`src/rtl/fetch_queue.sv`:
```
// Instruction queue between fetch and decode: in-order {pc, insn} circular buffer with flush.
// Latency: 1 cycle from an accepted push to out_valid_o; no bypass path.
// Backpressure: in_ready_o = count != DEPTH (state only; a same-cycle pop does not free a slot).
//
// Ports:
//   clk, rst            : rising-edge clock, asynchronous active-high reset
//   flush_i             : squash stored entries and any same-cycle push/pop
//   in_valid_i/in_ready_o, in_pc_i, in_insn_i     : fetch side handshake and payload
//   out_valid_o/out_ready_i, out_pc_o, out_insn_o : decode side handshake and head payload
//   count_o             : number of occupied entries
module fetch_queue #(
   parameter int                AWIDTH   = 32,
   parameter int                DWIDTH   = 32,
   parameter int                DEPTH    = 4,
   parameter logic [DWIDTH-1:0] NOP_INSN = DWIDTH'(32'h0000_0013)
) (
   input  logic                       clk,
   input  logic                       rst,
   input  logic                       flush_i,
   input  logic                       in_valid_i,
   input  logic [AWIDTH-1:0]          in_pc_i,
   input  logic [DWIDTH-1:0]          in_insn_i,
   output logic                       in_ready_o,
   output logic                       out_valid_o,
   output logic [AWIDTH-1:0]          out_pc_o,
   output logic [DWIDTH-1:0]          out_insn_o,
   input  logic                       out_ready_i,
   output logic [$clog2(DEPTH):0]     count_o
);

   localparam int PW = $clog2(DEPTH);
   localparam int CW = PW + 1;
   localparam logic [CW-1:0] FULL = CW'(DEPTH);

   logic [AWIDTH-1:0] pc_mem   [DEPTH];
   logic [DWIDTH-1:0] insn_mem [DEPTH];

   logic [PW-1:0] rd_ptr;
   logic [PW-1:0] wr_ptr;
   logic [CW-1:0] count;
   logic          push;
   logic          pop;

   // Ready depends on registered count only, keeping decode stalls off the fetch PC path.
   assign in_ready_o  = (count != FULL);
   assign out_valid_o = (count != '0);

   assign push = in_valid_i & in_ready_o  & ~flush_i;
   assign pop  = out_valid_o & out_ready_i & ~flush_i;

   // DEPTH is a power of two, so pointers wrap naturally; count separates full from empty.
   always_ff @(posedge clk or posedge rst) begin
      if (rst) begin
         rd_ptr <= '0;
         wr_ptr <= '0;
         count  <= '0;
      end else if (flush_i) begin
         rd_ptr <= '0;
         wr_ptr <= '0;
         count  <= '0;
      end else begin
         if (push) wr_ptr <= wr_ptr + 1'b1;
         if (pop)  rd_ptr <= rd_ptr + 1'b1;
         case ({push, pop})
            2'b10:   count <= count + 1'b1;
            2'b01:   count <= count - 1'b1;
            default: count <= count;
         endcase
      end
   end

   // Storage is not reset; stale contents are never visible because count gates the head mux.
   always_ff @(posedge clk) begin
      if (push) begin
         pc_mem[wr_ptr]   <= in_pc_i;
         insn_mem[wr_ptr] <= in_insn_i;
      end
   end

   assign out_pc_o   = out_valid_o ? pc_mem[rd_ptr]   : '0;
   assign out_insn_o = out_valid_o ? insn_mem[rd_ptr] : NOP_INSN;
   assign count_o    = count;

endmodule

```
`config.mk`:
```
export PLATFORM = sky130hd
export DESIGN_NAME = fetch_queue
export DESIGN_NICKNAME = d
export VERILOG_FILES = /design/src/rtl/fetch_queue.sv
export SDC_FILE = /design/constraint.sdc
export NUM_CORES = 1
export LEC_CHECK = 0
export BUFFER_PORTS_ARGS = -buffer_cell sky130_fd_sc_hd__buf_2
export CORE_UTILIZATION = 50
export DETAILED_ROUTE_END_ITERATION = 10
export PLACE_DENSITY = 0.81
export SLEW_MARGIN = 20
export SYNTH_ARGS = -nofsm -noshare
export SYNTH_HDL_FRONTEND = slang
export SYNTH_SLANG_ARGS = --single-unit
```
`constraint.sdc`:
```
create_clock -name clk -period 9.07 [get_ports clk]
set_clock_uncertainty 0.2 [all_clocks]
set_input_delay 1.814 -clock clk [delete_from_list [all_inputs] [get_ports clk]]
set_output_delay 1.814 -clock clk [all_outputs]
set_load 0.02 [all_outputs]
```
==> summary by stage, run 1 <==
Setup path
The data required time at the worst endpoint is 7.06 ns. The maximum cell stage delay along the critical path is 0.75 ns. The worst setup path is of the reg -> out kind. The slowest cell on the critical path is sky130_fd_sc_hd__dfrtp_4.

The worst path arrival time is 3.05 ns. The type of element launching the critical path is a flip-flop. Counting both buffers and inverters, the worst setup path holds a total of 2.

The signal on the critical path passes through buf_4, mux4_2, or2_1, buf_2. The top cell family by delay on the critical path is buffers and inverters. The maximum fanout count along the critical path is between 40 and 50. The worst setup path is captured at an output pin.

Synthesis
The mapped netlist covers 10200 um^2. Synthesis produced a netlist with a net count of 546. After technology mapping, the gate count stands at 472.

After synthesis, flip-flops and latches occupy 77.0% of the total area. After synthesis the netlist holds a flip-flop and latch count of 263. The Yosys step of the flow raised 0 warnings. Averaged over all synthesized cells, the footprint is between 20 and 25 um^2. The distinct cell type count after synthesis is 32.

Route
The average wire length per cell after detail routing is 20.4 um. The number of search-and-repair iterations in the first detailed-routing pass is 5. The count of nets left with antenna violations once routing finished came out at 0. After detailed routing, the number of remaining DRC violations is 0. After detailed routing, the wire length on met1 is 7140 um. The ratio of routed vias to standard cells is 5.48. The wire length after detailed routing is 18400 um. The sum of met3 wire segment lengths after detailed routing is 1320 um. The first routing iteration left 258 violations. The total length of routed met2 wires is 9560 um. The detailed router placed 4934 vias in this run. Signal routing reaches up to met5.

Final layout
The combined area of the multi-input logic cells is 2190 um^2. The share of layout cells above drive strength 1 is 39.3%. The number of fillers in the final layout is around 1400.

The final-stage net count is just under 700. The top cell types in the final layout, fill and taps aside, are sky130_fd_sc_hd__edfxtp_1 (256), sky130_fd_sc_hd__buf_2 (137), sky130_fd_sc_hd__mux4_2 (64), sky130_fd_sc_hd__and2_1 (62), sky130_fd_sc_hd__clkbuf_16 (27). The relative area change from synthesis to final layout is 17.5%. The sequential cell area is 7870 um^2. Cells fill 60.8% of the core in the end. The library cell used most frequently in the layout, excluding fill and tap cells, is sky130_fd_sc_hd__edfxtp_1.

Placed design
The HPWL after detailed placement is between 10000 and 15000 um. The routability congestion estimate from global placement is 0.749. The count of buffers inserted at the top-level ports is 137.

Clock network
In this run, post-CTS repair resized a total of 0 instances. The number of clock sinks seen by CTS is 263. The number of buffers added by the clock tree synthesis step is 26. The deepest level of the CTS H-tree is 1. The number of setup buffers added after CTS is 0.

The TritonCTS clock tree is yes. The clock transition time at the flip-flop clock pins of the worst setup and hold paths is 0.06 ns. The tree is rooted in a sky130_fd_sc_hd__clkbuf_16. The clock latency on the worst-skew pair is 0.52 ns.

The hold buffer count at cts is 0. The clock passes through at most 3 buffers.

STA
The final-report max-slew violation count was 0. For the pin with the worst max-slew slack, the measured transition is 1.02 ns. Dividing the final minimum period by the clock period gives between 50% and 60%. Headroom to the max-slew limit came out at between 30% and 40%.

Setup violations remaining at the end of the flow were counted as 0. The highest clock frequency the design can meet is 197 MHz. The final critical path time including I/O delays and setup is 5.07 ns. Setup repair after global routing left no endpoint under its margin. The total negative slack for setup checks is 0 ns.

The hold violation total from the final report is 0.

Run
The number of max-cap violations is 0.

GRT
The total overflow reported by the global router is 0. The number of global-route vias before repair is 5256. The all-layer global routing usage is 18.3%. Entering global routing, the biggest net connects 66 pins. The first-pass GRT wire length is between 20000 and 30000 um.

The initial antenna violation count is 2.

Power
The internal portion of the total power is 2.19 mW. The register share of total power is 49.3%. The analysis attributes to cell leakage a power of between 4 and 5 nW. The maximum VDD drop is 0.000182 V.

The combinational share of power is between 10% and 20%. The analysis attributes to net switching a power of 667 uW. For this design the ratio of total power to cell area is 239 nW/um^2. Per report_power, the clock group accounts for 37.7% of the total. Net switching is between 20% and 30% of the power.

Min path
The worst min-delay path category is reg -> reg.

Floorplanning
In this run the horizontal extent of the chip is 145 um. The initial utilization of the core area, before any placement, comes to slightly above 50%. In this run the count of I/O pins placed on the die edge is 138. The area enclosed by the die boundary is around 21000 um^2. The total area inside the core boundary comes to between 15000 and 20000 um^2.

The die is 145 um tall. The floorplan has slightly above 50 rows.

Run status
The flow ran to the end, and the final reports show no timing, DRC or antenna violations.
-- through the flow --
stage / setup WS (ns) / area [um^2] / hold slack (ns) / instances / power, mW
final: 4.00 / 12000 / 0.394 / 900 / 2.86
after global routing: 3.73 / 12000 / 0.406 / 899 / 2.96
after CTS: 3.88 / 12000 / 0.388 / 899 / 2.89
after detailed placement: 4.46 / 11100 / 0.380 / 851 / 1.81
after global placement: 4.46 / 11100 / 0.357 / 851 / 1.80
after floorplan: 4.53 / 10200 / 0.343 / 472 / 1.69
-- state kept, by name (all words and copies together), names as in the netlist --
name      count
insn_mem    128
wr_ptr        2
count_o       3
rd_ptr        2
pc_mem      128
-- worst min-delay path: stages (launching register included) --
cell and delay (ns):
sky130_fd_sc_hd__dfrtp_1 0.41, sky130_fd_sc_hd__nand2_1 0.08, sky130_fd_sc_hd__a21oi_1 0.06
-- cells in the mapped netlist --
| master | number | area, um^2 |
|---|---|---|
| sky130_fd_sc_hd__nor3_1 | 2 | 10.0 |
| sky130_fd_sc_hd__xnor2_1 | 1 | 8.76 |
| sky130_fd_sc_hd__nor2_1 | 6 | 22.5 |
| sky130_fd_sc_hd__xor2_1 | 2 | 17.5 |
| sky130_fd_sc_hd__a311oi_1 | 1 | 8.76 |
| sky130_fd_sc_hd__buf_6 | 5 | 56.3 |
| sky130_fd_sc_hd__or2_2 | 1 | 6.26 |
| sky130_fd_sc_hd__o22ai_1 | 1 | 6.26 |
| sky130_fd_sc_hd__nor3_2 | 1 | 10.0 |
| sky130_fd_sc_hd__o21bai_1 | 1 | 7.51 |
| sky130_fd_sc_hd__nor2b_1 | 1 | 6.26 |
| sky130_fd_sc_hd__o21a_1 | 1 | 7.51 |
| sky130_fd_sc_hd__clkbuf_1 | 10 | 37.5 |
| sky130_fd_sc_hd__edfxtp_1 | 256 | 7690 |
| sky130_fd_sc_hd__or3b_1 | 1 | 8.76 |
| sky130_fd_sc_hd__or2_1 | 3 | 18.8 |
| sky130_fd_sc_hd__o21ai_0 | 4 | 20.0 |
| sky130_fd_sc_hd__dfrtp_1 | 7 | 175 |
| sky130_fd_sc_hd__mux4_2 | 64 | 1440 |
| sky130_fd_sc_hd__buf_2 | 9 | 45.0 |
| sky130_fd_sc_hd__a2111o_1 | 1 | 11.3 |
| sky130_fd_sc_hd__inv_1 | 5 | 18.8 |
| sky130_fd_sc_hd__nand2b_1 | 2 | 12.5 |
| sky130_fd_sc_hd__nand2_1 | 5 | 18.8 |
| sky130_fd_sc_hd__fa_1 | 1 | 20.0 |
| sky130_fd_sc_hd__ha_1 | 4 | 50.1 |
| sky130_fd_sc_hd__a221oi_1 | 1 | 8.76 |
| sky130_fd_sc_hd__and2_1 | 66 | 413 |
| sky130_fd_sc_hd__inv_2 | 1 | 3.75 |
| sky130_fd_sc_hd__a21oi_1 | 6 | 30.0 |
| sky130_fd_sc_hd__a211oi_1 | 1 | 7.51 |
| sky130_fd_sc_hd__nand3_1 | 2 | 10.0 |
-- cell families after synthesis --
| logic type | share of synthesized area (%) |
|---|---|
| mux | 14.1 |
| xor+xnor | 0.257 |
| fa+ha+maj | 0.687 |
| compound gates | 1.05 |
| simple gates | 5.26 |
| buf+inv | 1.58 |
| flops | 77.0 |
-- worst paths after layout --
| kind | depth (start not counted) | slack (ns) | end | startpoint |
|---|---|---|---|---|
| min in group asynchronous | 2 | 1.01 | wr_ptr[1]$_DFFE_PP0P_ | rst |
| max in group asynchronous | 2 | 7.42 | rd_ptr[1]$_DFFE_PP0P_ | rst |
| min reg2reg | 2 | 0.39 | wr_ptr[1]$_DFFE_PP0P_ | wr_ptr[1]$_DFFE_PP0P_ |
| max | 4 | 4.00 | out_insn_o[4] | rd_ptr[0]$_DFFE_PP0P_ |
| min | 2 | 0.39 | wr_ptr[1]$_DFFE_PP0P_ | wr_ptr[1]$_DFFE_PP0P_ |
| max reg2reg | 8 | 5.44 | count_o[1]$_DFFE_PP0P_ | count_o[1]$_DFFE_PP0P_ |
-- power groups by stage --
stage                     logic, mW  registers, mW  clock network [mW]
final                         0.371           1.41                1.08
after global placement        0.368           1.43                   0
after floorplan               0.271           1.42                   0
after global routing          0.402           1.41                1.14
after detailed placement      0.374           1.44                   0
after CTS                     0.377           1.41                1.10
-- final cells by class --
type	instances	share of cell area (%)
Clock inverter	11	1.11
Inverter	6	0.198
Sequential cell	263	65.6
Timing Repair Buffer	138	5.78
Clock buffer	37	6.20
Multi-Input combinational cell	179	18.3
Antenna cell	1	0.0209
Tap cell	265	2.77
-- routing by layer --
layer  track usage (%)  up-vias
li1                  -     2200
met5                 0        -
met1              22.0     2533
met2              32.9      170
met3              4.71       29
met4              4.71        2
Power figures use the tool's default switching activity.
==> inputs of run 2 (changes only) <==
ABC_AREA = 1   (was not set)
PLACE_DENSITY = 0.83   (was 0.81)
clock period = 4.5 ns   (was 9.07 ns; I/O delays follow)
==> run 2 against run 1 <==
- sequential power grew 110%
- combinational power grew to 5.7 times the previous value
- via count grew 34%
- critical endpoint is now out_insn_o[14]
==> summary by stage, run 2 <==
Run status
Outcome: finished clean (unchanged).

Setup path
The critical path class is reg -> out (unchanged). The maximum cell stage delay along the critical path is 0.67 ns (was 0.75 ns). The slowest cell on the critical path was sky130_fd_sc_hd__dfrtp_4 (unchanged). Critical path cell sequence: clkinv_2, buf_12, o21ai_0, a21oi_1, buf_2 (was buf_4, mux4_2, or2_1, buf_2).

The type of element launching the critical path is a flip-flop (unchanged). The top cell family by delay on the critical path is buffers and inverters (unchanged). The maximum fanout count along the critical path came to 55 (was 41). The worst path arrival time is 2.79 ns (was 3.05 ns).

The combined buffer and inverter count along the critical path came to 3 (was 2). The data required time at the worst endpoint is 3.40 ns (was 7.06 ns). The capturing element type of the critical path is an output pin (unchanged).

Clock network
The maximum count of clock buffers along a single path came to 3 (unchanged). The buffer type at the clock tree root was sky130_fd_sc_hd__clkbuf_16 (unchanged). The number of buffers added by the clock tree synthesis step is 26 (unchanged).

The clock transition time at the flip-flop clock pins of the worst setup and hold paths is 0.06 ns (about the same). The number of setup buffers added after CTS was 0 (unchanged). The deepest level of the CTS H-tree is 1 (unchanged).

The clock latency on the worst-skew pair is 0.52 ns (about the same). The number of clock sinks seen by CTS came to 263 (unchanged). The TritonCTS clock tree is yes (unchanged).

The hold buffer count at cts is 0 (unchanged). The quantity of gates resized following cts is 0 (unchanged).

Final layout
The end-of-flow core utilization is 59.7% (was 60.8%). The number of fillers in the final layout came to 1537 (was 1398). The share of layout cells above drive strength 1 is 20.1% (was 39.3%).

The final-stage net count is 1021 (was 688). The relative area change from synthesis to final layout is 16.9% (was 17.5%). Most frequent cells in the layout: sky130_fd_sc_hd__nor2_1 (257), sky130_fd_sc_hd__edfxtp_1 (256), sky130_fd_sc_hd__buf_2 (137), sky130_fd_sc_hd__o21ai_0 (124), sky130_fd_sc_hd__a21oi_1 (64) (was sky130_fd_sc_hd__edfxtp_1 (256), sky130_fd_sc_hd__buf_2 (137), sky130_fd_sc_hd__mux4_2 (64), sky130_fd_sc_hd__and2_1 (62), sky130_fd_sc_hd__clkbuf_16 (27)). The final non-filler cell area came to 12100 um^2 (was 12000 um^2). The sequential cell area is 7870 um^2 (about the same). The most common cell after layout, fill and taps aside was sky130_fd_sc_hd__nor2_1 (was sky130_fd_sc_hd__edfxtp_1).

The combined area of the multi-input logic cells was 2190 um^2 (about the same).

Floorplanning
The initial core utilization is 51.1% (was 51.8%). The chip height is 146 um (was 145 um). The core box area was 20200 um^2 (was 19700 um^2).

The number of top-level design ports is 138 (unchanged). The cell row count is 52 (was 51). The horizontal die dimension is 146 um (was 145 um).

The area enclosed by the die boundary is 21200 um^2 (was 21000 um^2).

Power
The power per cell area is 589 nW/um^2 (was 239 nW/um^2). The cell leakage power is 4.38 nW (was 4.12 nW). The maximum VDD drop was 0.000410 V (was 0.000182 V).

GRT
The number of global-route vias before repair is 6318 (was 5256). The initial antenna violation count is 3 (was 2). The first-pass GRT wire length is 33300 um (was 28300 um). The all-layer global routing usage is 20.1% (was 18.3%).

The total overflow reported by the global router was 0 (unchanged). The pin count of the biggest net entering global routing is 65 (was 66).

STA
The max-slew headroom at the worst pin was 35.7% (was 32.1%). The final critical path time including I/O delays and setup is 3.89 ns. The final hold slack is 0.105 ns (was 0.394 ns).

The highest clock frequency the design can meet is 257 MHz. The final-report max-slew violation count was 0 (unchanged). The number of failing setup endpoints in the final timing report is 0 (unchanged). The hold violation total from the final report was 0 (unchanged).

The transition time of the tightest slew-check pin is 0.965 ns (was 1.02 ns). RSZ-0062 raised after global routing: no (unchanged). The share of the clock period used by the worst path is 86.5%.

Route
The average wire length per cell after detail routing is 17.4 um (was 20.4 um). The wire length after detailed routing came to 21600 um (was 18400 um). The overall via count from detail_route is 6612 (was 4934). The number of DRC markers in iteration 0 is 518 (was 258). The ratio of routed vias to standard cells is 5.35 (was 5.48). The post-route DRC violation count came to 0 (unchanged). The number of nets still failing antenna checks after routing is 0 (unchanged).

The number of search-and-repair iterations in the first detailed-routing pass is 5 (unchanged).

Synthesis
Top cells by instance count after synthesis: sky130_fd_sc_hd__nor2_1 (261), sky130_fd_sc_hd__edfxtp_1 (256), sky130_fd_sc_hd__o21ai_0 (124) (was sky130_fd_sc_hd__edfxtp_1 (256), sky130_fd_sc_hd__and2_1 (66), sky130_fd_sc_hd__mux4_2 (64)). The distinct cell type count after synthesis is 21 (was 32). The post-synthesis net count is 890 (was 546). The library cell with the largest summed area after synthesis was sky130_fd_sc_hd__edfxtp_1 (unchanged). The area fraction of the dominant cell type after synthesis is 74.4% (was 75.3%). The dominant combinational cell family by area after synthesis is simple AND/OR/NAND/NOR gates (was multiplexers). The share of the synthesized area in compound gates (AO/OA/AOI/OAI) is 9.68% (was 1.05%). The multiplexer share of the synthesized area is 0% (was 14.1%). The share of synthesized flip-flops with an asynchronous set or reset is 2.66% (unchanged). The post-synthesis instance area came to 10300 um^2 (was 10200 um^2).

The post-synthesis xor/xnor area fraction came to 0.0848% (was 0.257%). The sequential share of the synthesized area is 76.1% (was 77.0%). Most area-consuming cells after synthesis: sky130_fd_sc_hd__edfxtp_1 (74%), sky130_fd_sc_hd__nor2_1 (9.5%), sky130_fd_sc_hd__o21ai_0 (6.0%), sky130_fd_sc_hd__a21oi_1 (3.1%), sky130_fd_sc_hd__dfrtp_1 (1.7%) (was sky130_fd_sc_hd__edfxtp_1 (75%), sky130_fd_sc_hd__mux4_2 (14%), sky130_fd_sc_hd__and2_1 (4.0%), sky130_fd_sc_hd__dfrtp_1 (1.7%), sky130_fd_sc_hd__buf_6 (0.55%)). The total number of yosys warnings came to 0 (unchanged). The average cell area after synthesis is 12.7 um^2 (was 21.6 um^2). The area share of fa/ha/maj cells after synthesis is 0.678% (was 0.687%). The number of register bits inferred by synthesis is 263 (unchanged). The share of synthesized cell area in and, or, nand and nor gates is 10.5% (was 5.26%). The number of flops mapped to enable cells by yosys is 256 (unchanged). The most used flip-flop cell after synthesis was sky130_fd_sc_hd__edfxtp_1 (unchanged).

The cell count after synthesis is 816 (was 472). The most repeated cell in the gate-level netlist after synthesis is sky130_fd_sc_hd__nor2_1 (was sky130_fd_sc_hd__edfxtp_1).

Placed design
The count of buffers inserted at the top-level ports was 137 (unchanged). The instance area after placement is 11300 um^2 (was 11100 um^2). The HPWL after detailed placement is 12600 um (was 10100 um).

The routability congestion estimate from global placement is 0.789 (was 0.749).

Min path
The worst min-delay path category was in -> async (was reg -> reg).

Run
The number of max-cap violations is 0 (unchanged).
==> run 2: routing by layer <==
| layer | part of all wire [%] | up-vias | wire length [um] | track usage [%] |
|---|---|---|---|---|
| met2 | 50 | 262 | 10800 | 34.8 |
| li1 | - | 3140 | - | - |
| met1 | 40 | 3169 | 8710 | 26.3 |
| met4 | 2.1 | 2 | 460 | 5.42 |
| met3 | 7.0 | 39 | 1520 | 3.51 |
| met5 | 0.065 | - | 14 | 0 |
==> run 2: worst reg2reg max path, stage by stage, from the launching register on <==
cell	delay, ns
sky130_fd_sc_hd__dfrtp_1	0.44
sky130_fd_sc_hd__nor2_2	0.07
sky130_fd_sc_hd__nand2_1	0.08
sky130_fd_sc_hd__nand2_1	0.08
sky130_fd_sc_hd__nor2_1	0.18
sky130_fd_sc_hd__inv_1	0.20
sky130_fd_sc_hd__nor2_4	0.62
sky130_fd_sc_hd__buf_4	0.46
==> run 2: area by class of cell <==
| cell class | instances | share of cell area, % |
|---|---|---|
| Timing Repair Buffer | 151 | 6.65 |
| Clock inverter | 16 | 1.01 |
| Tap cell | 270 | 2.80 |
| Sequential cell | 263 | 65.2 |
| Antenna cell | 1 | 0.0207 |
| Inverter | 15 | 0.477 |
| Multi-Input combinational cell | 490 | 18.2 |
| Clock buffer | 31 | 5.72 |
==> run 2: where the power goes <==
part           leakage (nW)  total (mW)  switching, mW  internal (mW)
clock network         0.387        2.05          0.852           1.20
registers              2.41        2.94         0.0897           2.85
logic                  1.58        2.12           1.51          0.608
==> run 2: kinds of logic after synthesis <==
family	count (synthesis)
flip-flops	263
XOR/XNOR	1
AND/OR/NAND/NOR	287
AO/OA/AOI/OAI	197
adder cells (fa/ha/maj)	5
buffers and inverters	63
==> run 2: path summary, 6_finish.rpt <==
check	to	start	slack (ns)	cells after the start
worst max register to register	insn_mem[1][29]$_DFFE_PP_	count_o[0]$_DFFE_PP0P_	1.81	7
worst max-delay path	out_insn_o[14]	rd_ptr[0]$_DFFE_PP0P_	0.61	5
worst min register to register	count_o[2]$_DFFE_PP0P_	count_o[2]$_DFFE_PP0P_	0.39	2
max in group asynchronous	rd_ptr[0]$_DFFE_PP0P_	rst	3.75	2
worst min-delay path	rd_ptr[0]$_DFFE_PP0P_	rst	0.10	2
min in group clk	insn_mem[0][29]$_DFFE_PP_	in_insn_i[29]	0.39	1
==> run 2: metrics by stage <==
step	total power [mW]	instances	setup slack, ns	TNS, ns
2_1_floorplan	4.41	816	-0.0824	-21.09
3_3_place_gp	5.08	1189	1.23	0
3_5_place_dp	5.12	1189	1.20	0
4_1_cts	7.16	1236	0.640	0
5_1_grt	7.44	1237	0.441	0
6_report	7.11	1237	0.607	0
